`src/rtl/sign_unit_pipe.sv`:
```
// -----------------------------------------------------------------------------
// sign_unit_pipe
//
// Two-stage elastic sign-operation unit. Each transaction applies one of four
// two's-complement operations to an operand: pass, negate, absolute value or
// negative absolute value. Results that cannot be represented in WIDTH bits
// raise out_ovfl and are either wrapped (MIN) or clamped (MAX). A saturating
// counter tallies delivered overflowed results.
//
// Parameters:
//   WIDTH      operand/result width, two's complement, >= 2
//   SATURATE   0 = overflowed result is MIN (wrapped), 1 = clamp to MAX
//   CNT_WIDTH  width of the overflow event counter
//
// Ports:
//   clk         single clock, rising edge
//   rst         synchronous active-high reset
//   in_valid    producer has an operand
//   in_ready    unit accepts the operand this cycle
//   in_data     operand
//   in_mode     00 pass, 01 negate, 10 abs, 11 nabs
//   out_valid   result present
//   out_ready   consumer takes the result this cycle
//   out_data    result
//   out_ovfl    result was not representable
//   clr_count   synchronous clear of ovfl_count (beats a same-cycle increment)
//   ovfl_count  saturating count of delivered overflowed results
// -----------------------------------------------------------------------------
module sign_unit_pipe #(
   parameter int WIDTH     = 8,
   parameter int SATURATE  = 0,
   parameter int CNT_WIDTH = 8
) (
   input  logic                 clk,
   input  logic                 rst,
   input  logic                 in_valid,
   output logic                 in_ready,
   input  logic [WIDTH-1:0]     in_data,
   input  logic [1:0]           in_mode,
   output logic                 out_valid,
   input  logic                 out_ready,
   output logic [WIDTH-1:0]     out_data,
   output logic                 out_ovfl,
   input  logic                 clr_count,
   output logic [CNT_WIDTH-1:0] ovfl_count
);

   typedef enum logic [1:0] {
      MODE_PASS = 2'b00,
      MODE_NEG  = 2'b01,
      MODE_ABS  = 2'b10,
      MODE_NABS = 2'b11
   } mode_e;

   localparam logic [WIDTH-1:0] MIN_VAL = {1'b1, {(WIDTH-1){1'b0}}};
   localparam logic [WIDTH-1:0] MAX_VAL = {1'b0, {(WIDTH-1){1'b1}}};

   logic                 r_s1Valid;
   logic [WIDTH-1:0]     r_s1Data;
   mode_e                r_s1Mode;
   logic                 r_outValid;
   logic [WIDTH-1:0]     r_outData;
   logic                 r_outOvfl;
   logic [CNT_WIDTH-1:0] r_count;

   logic                 w_stall;
   logic [WIDTH-1:0]     w_neg;
   logic                 w_isMin;
   logic                 w_sign;
   logic [WIDTH-1:0]     w_result;
   logic                 w_ovfl;
   logic                 w_countInc;

   // The whole pipeline freezes whenever a presented result is not taken;
   // the producer sees this directly as in_ready.
   always_comb begin
      w_stall    = r_outValid & ~out_ready;
      w_countInc = r_outValid & out_ready & r_outOvfl;
   end

   // Stage-2 arithmetic on the stage-1 operand. Only MIN can overflow, and
   // only for negate and abs; nabs of MIN is MIN itself. The two's-complement
   // negation of MIN already wraps to MIN, so only the clamping variant needs
   // an explicit substitution.
   always_comb begin
      w_neg    = ~r_s1Data + WIDTH'(1);
      w_isMin  = (r_s1Data == MIN_VAL);
      w_sign   = r_s1Data[WIDTH-1];
      w_result = r_s1Data;
      w_ovfl   = 1'b0;
      case (r_s1Mode)
         MODE_PASS: begin
            w_result = r_s1Data;
         end
         MODE_NEG: begin
            w_result = w_neg;
            w_ovfl   = w_isMin;
         end
         MODE_ABS: begin
            w_result = w_sign ? w_neg : r_s1Data;
            w_ovfl   = w_isMin;
         end
         MODE_NABS: begin
            w_result = w_sign ? r_s1Data : w_neg;
         end
         default: begin
            w_result = r_s1Data;
         end
      endcase
      if (w_ovfl) begin
         w_result = (SATURATE != 0) ? MAX_VAL : MIN_VAL;
      end
   end

   // Pipeline registers. Both stages advance together when not stalled.
   // Bubbles travel through unchanged; the result registers are only
   // reloaded by a real transaction so they keep their last value otherwise.
   always_ff @(posedge clk) begin
      if (rst) begin
         r_s1Valid  <= 1'b0;
         r_s1Data   <= '0;
         r_s1Mode   <= MODE_PASS;
         r_outValid <= 1'b0;
         r_outData  <= '0;
         r_outOvfl  <= 1'b0;
      end else if (!w_stall) begin
         r_s1Valid  <= in_valid;
         r_s1Data   <= in_data;
         r_s1Mode   <= mode_e'(in_mode);
         r_outValid <= r_s1Valid;
         if (r_s1Valid) begin
            r_outData <= w_result;
            r_outOvfl <= w_ovfl;
         end
      end
   end

   // Overflow event counter: counts overflowed results actually handed to
   // the consumer, sticks at all-ones, and a clear wins over an increment.
   always_ff @(posedge clk) begin
      if (rst) begin
         r_count <= '0;
      end else if (clr_count) begin
         r_count <= '0;
      end else if (w_countInc && (r_count != {CNT_WIDTH{1'b1}})) begin
         r_count <= r_count + CNT_WIDTH'(1);
      end
   end

   always_comb begin
      in_ready   = ~w_stall;
      out_valid  = r_outValid;
      out_data   = r_outData;
      out_ovfl   = r_outOvfl;
      ovfl_count = r_count;
   end

endmodule

```
`config.mk`:
```
export PLATFORM = sky130hd
export DESIGN_NAME = sign_unit_pipe
export DESIGN_NICKNAME = d
export VERILOG_FILES = /design/src/rtl/sign_unit_pipe.sv
export SDC_FILE = /design/constraint.sdc
export NUM_CORES = 1
export LEC_CHECK = 0
export CAP_MARGIN = 20
export CELL_PAD_IN_SITES_DETAIL_PLACEMENT = 0
export CELL_PAD_IN_SITES_GLOBAL_PLACEMENT = 1
export CORE_MARGIN = 3
export CORE_UTILIZATION = 36
export DETAILED_ROUTE_END_ITERATION = 12
export GPL_ROUTABILITY_DRIVEN = 0
export PLACE_DENSITY = 0.82
export SYNTH_ARGS = -nofsm -noshare
export SYNTH_HDL_FRONTEND = slang
export SYNTH_SLANG_ARGS = --single-unit
export TNS_END_PERCENT = 20
```
`constraint.sdc`:
```
create_clock -name clk -period 2.5 [get_ports clk]
set_input_delay 0.25 -clock clk [delete_from_list [all_inputs] [get_ports clk]]
set_output_delay 0.25 -clock clk [all_outputs]
set_load 0.02 [all_outputs]
```
==> results_dict.tcl <==
set metrics [dict create \
    dr.pass1.iters 4 \
    row_count 22 \
    port_buffers 33 \
    critPathTopFamily "simple AND/OR/NAND/NOR gates" \
    cts_buffer_depth 2 \
    post_cts_resized 0 \
    clock_latency_ns 0.27 \
    vias_per_cell 5.45 \
    fp.dieW_um 70.5 \
    pwr_density_cell_nw_per_um2 533 \
    setup_viol 0 \
    finalWirelength_um 3550 \
    ys_types 39 \
    worstPathRequired_ns 2.66 \
    yosysWarnings 0 \
    critical_path.cell_chain "or4_1 > nor4_1 > ha_1 > a22oi_1 > nand3_1 > o21ai_0 > a211oi_1" \
    remaining_drc_errors 0 \
    finalHoldViolCount 0 \
    yosys.area.top_type "dfxtp_1" \
    n_fill_cell 371 \
    synth_top_area_share_pct 38.8 \
    crit_slowest_cell "or4_1" \
    cts-htree-levels 2 \
    drt_iter0_drc 105 \
    avgSynthCellArea_um2 8.05 \
    fin_nets 245 \
    clock-sinks 29 \
    track_usage_pct 15.0 \
    cts_tree "done" \
    grt_first_pass_wirelength_um 6150 \
    layout-drive-gt1-share_pct 6.31 \
    timing.final.max_slew_violations 0 \
    crit_buf_inv 0 \
    routedWlPerCell_um 13.2 \
    ant_nets 0 \
    initial_core_util_pct 39.1 \
    globalRoute.totalOverflow 0 \
    preCtsSetupSlack_ns 0.360 \
    critPathArrivalTime_ns 2.31 \
    grt_max_degree 24 \
    diodes 0 \
    dieArea_um2 4970 \
    synth_cells 186 \
    seq_area_frac_synth_pct 38.8 \
    drv_cap 0 \
    ys.flop_type "dfxtp_1" \
    tns_ns 0 \
    io_pins 34 \
    synth_edf_count 0 \
    path_clk_slew_ns 0.06 \
    syn-cell-area_um2 1500 \
    ir_drop_uv 256 \
    hp-class "flip-flop to flip-flop" \
    cts_buffers 5 \
    rsz0062_at_grt "no" \
    synth_seq_cells 29 \
    final_cell_mix "33 x clkdlybuf4s50_1, 30 x nand2_1, 29 x dfxtp_1" \
    p_leak_nw 0.715 \
    coreArea_um2 3830 \
    dr_total_vias 1472 \
    layout_commonest_cell "clkdlybuf4s50_1" \
    worst_slew_pin_slew_ns 0.546 \
    syn_to_final_growth_pct 31.1 \
    hold_buffers 0 \
    relSlewSlack_pct 63.5 \
    cts_root_buf "clkbuf_8" \
    crit_path_end_kind "flip-flop" \
    cts_setup_buffers 0 \
    fmax_mhz 465 \
    start_kind "flip-flop" \
    skew_ns 0.00935 \
    die_h_um 70.5 \
    setup_ws_ns 0.347 \
    yosys-top-cells-area "dfxtp_1 39%, nand2_1 7.5%, a21oi_1 7.0%" \
    cp_max_fo 6 \
    cpPeakStageDelay_ns 0.57 \
    timing.final.crit_share_pct 86.1 \
    syn_nets 209 \
    outcome "complete, no violations" \
    hpwl_um 2690 \
    async_flop_share_pct 0 \
    antenna_found_initial 0 \
    worstSetupPathType "flip-flop to flip-flop" \
    timing.final.crit_period_ns 2.15 \
    grt_pass1_vias 1381 \
]
==> worst reg2reg max path: cells and delay by family (launching register included) <==
family	cells	cell delay (ns)
DFF	1	0.36
and+or+nand+nor	3	1.06
AOI/OAI and AO/OA	3	0.30
adders and majority gates	1	0.32
==> metal layers <==
layer / share of wire, % / GRT usage, %
met3: 7.1 / 4.03
met2: 43 / 21.8
met5: 0 / 0
met4: 0.54 / 5.53
met1: 50 / 21.2
==> flip-flops by register name, summed over array words and instances (netlist names) <==
name / flops
out_data: 8
ovfl_count: 8
r_s1Data: 8
r_s1Mode: 2
out_ovfl: 1
out_valid: 1
r_s1Valid: 1
==> stage by stage <==
step                total power, mW  area (um^2)  instances  hold WS, ns  util, %
floorplan                     0.603         1500        186        0.354        -
global placement              0.668         1880        263        0.453     49.1
detailed placement            0.670         1880        263        0.452     49.1
CTS                            1.05         1960        270        0.460     51.3
global route                   1.10         1960        270        0.486     51.3
finish                         1.05         1960        270        0.463     51.3
==> cells in the mapped netlist (5+ instances only) <==
cell type   n
a211oi_1    6
a21oi_1    21
clkbuf_1    6
dfxtp_1    29
ha_1        8
inv_1      12
nand2_1    30
nand3_1     8
nor2_1     12
o21ai_0     6
o31ai_1     5
==> final timing paths <==
path                     from          end  cells after the start  slack, ns
setup reg to reg  r_s1Data[1]  out_data[7]                      7       0.35
setup / recovery  r_s1Data[1]  out_data[7]                      7       0.35
hold / removal    out_data[0]  out_data[0]                      2       0.46
hold reg to reg   out_data[0]  out_data[0]                      2       0.46
==> final cells by class <==
class / instances / area (um^2) / area share, %
clock buffer: 7 / 86.3 / 4.40
inverter: 12 / 45.0 / 2.29
multi-input combinational: 138 / 838 / 42.7
sequential: 29 / 581 / 29.6
tap: 48 / 60.1 / 3.06
timing repair buffer: 36 / 353 / 18.0
==> power breakdown <==
group	internal [mW]	switching, mW	total (mW)
combinational	0.0750	0.0834	0.158
clock	0.218	0.167	0.385
sequential	0.482	0.0212	0.503
==> kinds of logic (layout without fill, tap and decap cells) <==
family / Yosys count / in the layout / synth area share [%]
compound gates: 54 / 54 / 23.5
mux: 3 / 3 / 2.01
xor+xnor: 1 / 1 / 0.585
simple gates: 72 / 72 / 23.2
buf+inv: 19 / 55 / 5.26
flops: 29 / 29 / 38.8
fa+ha+maj: 8 / 8 / 6.68
Power figures use the tool's default switching activity.
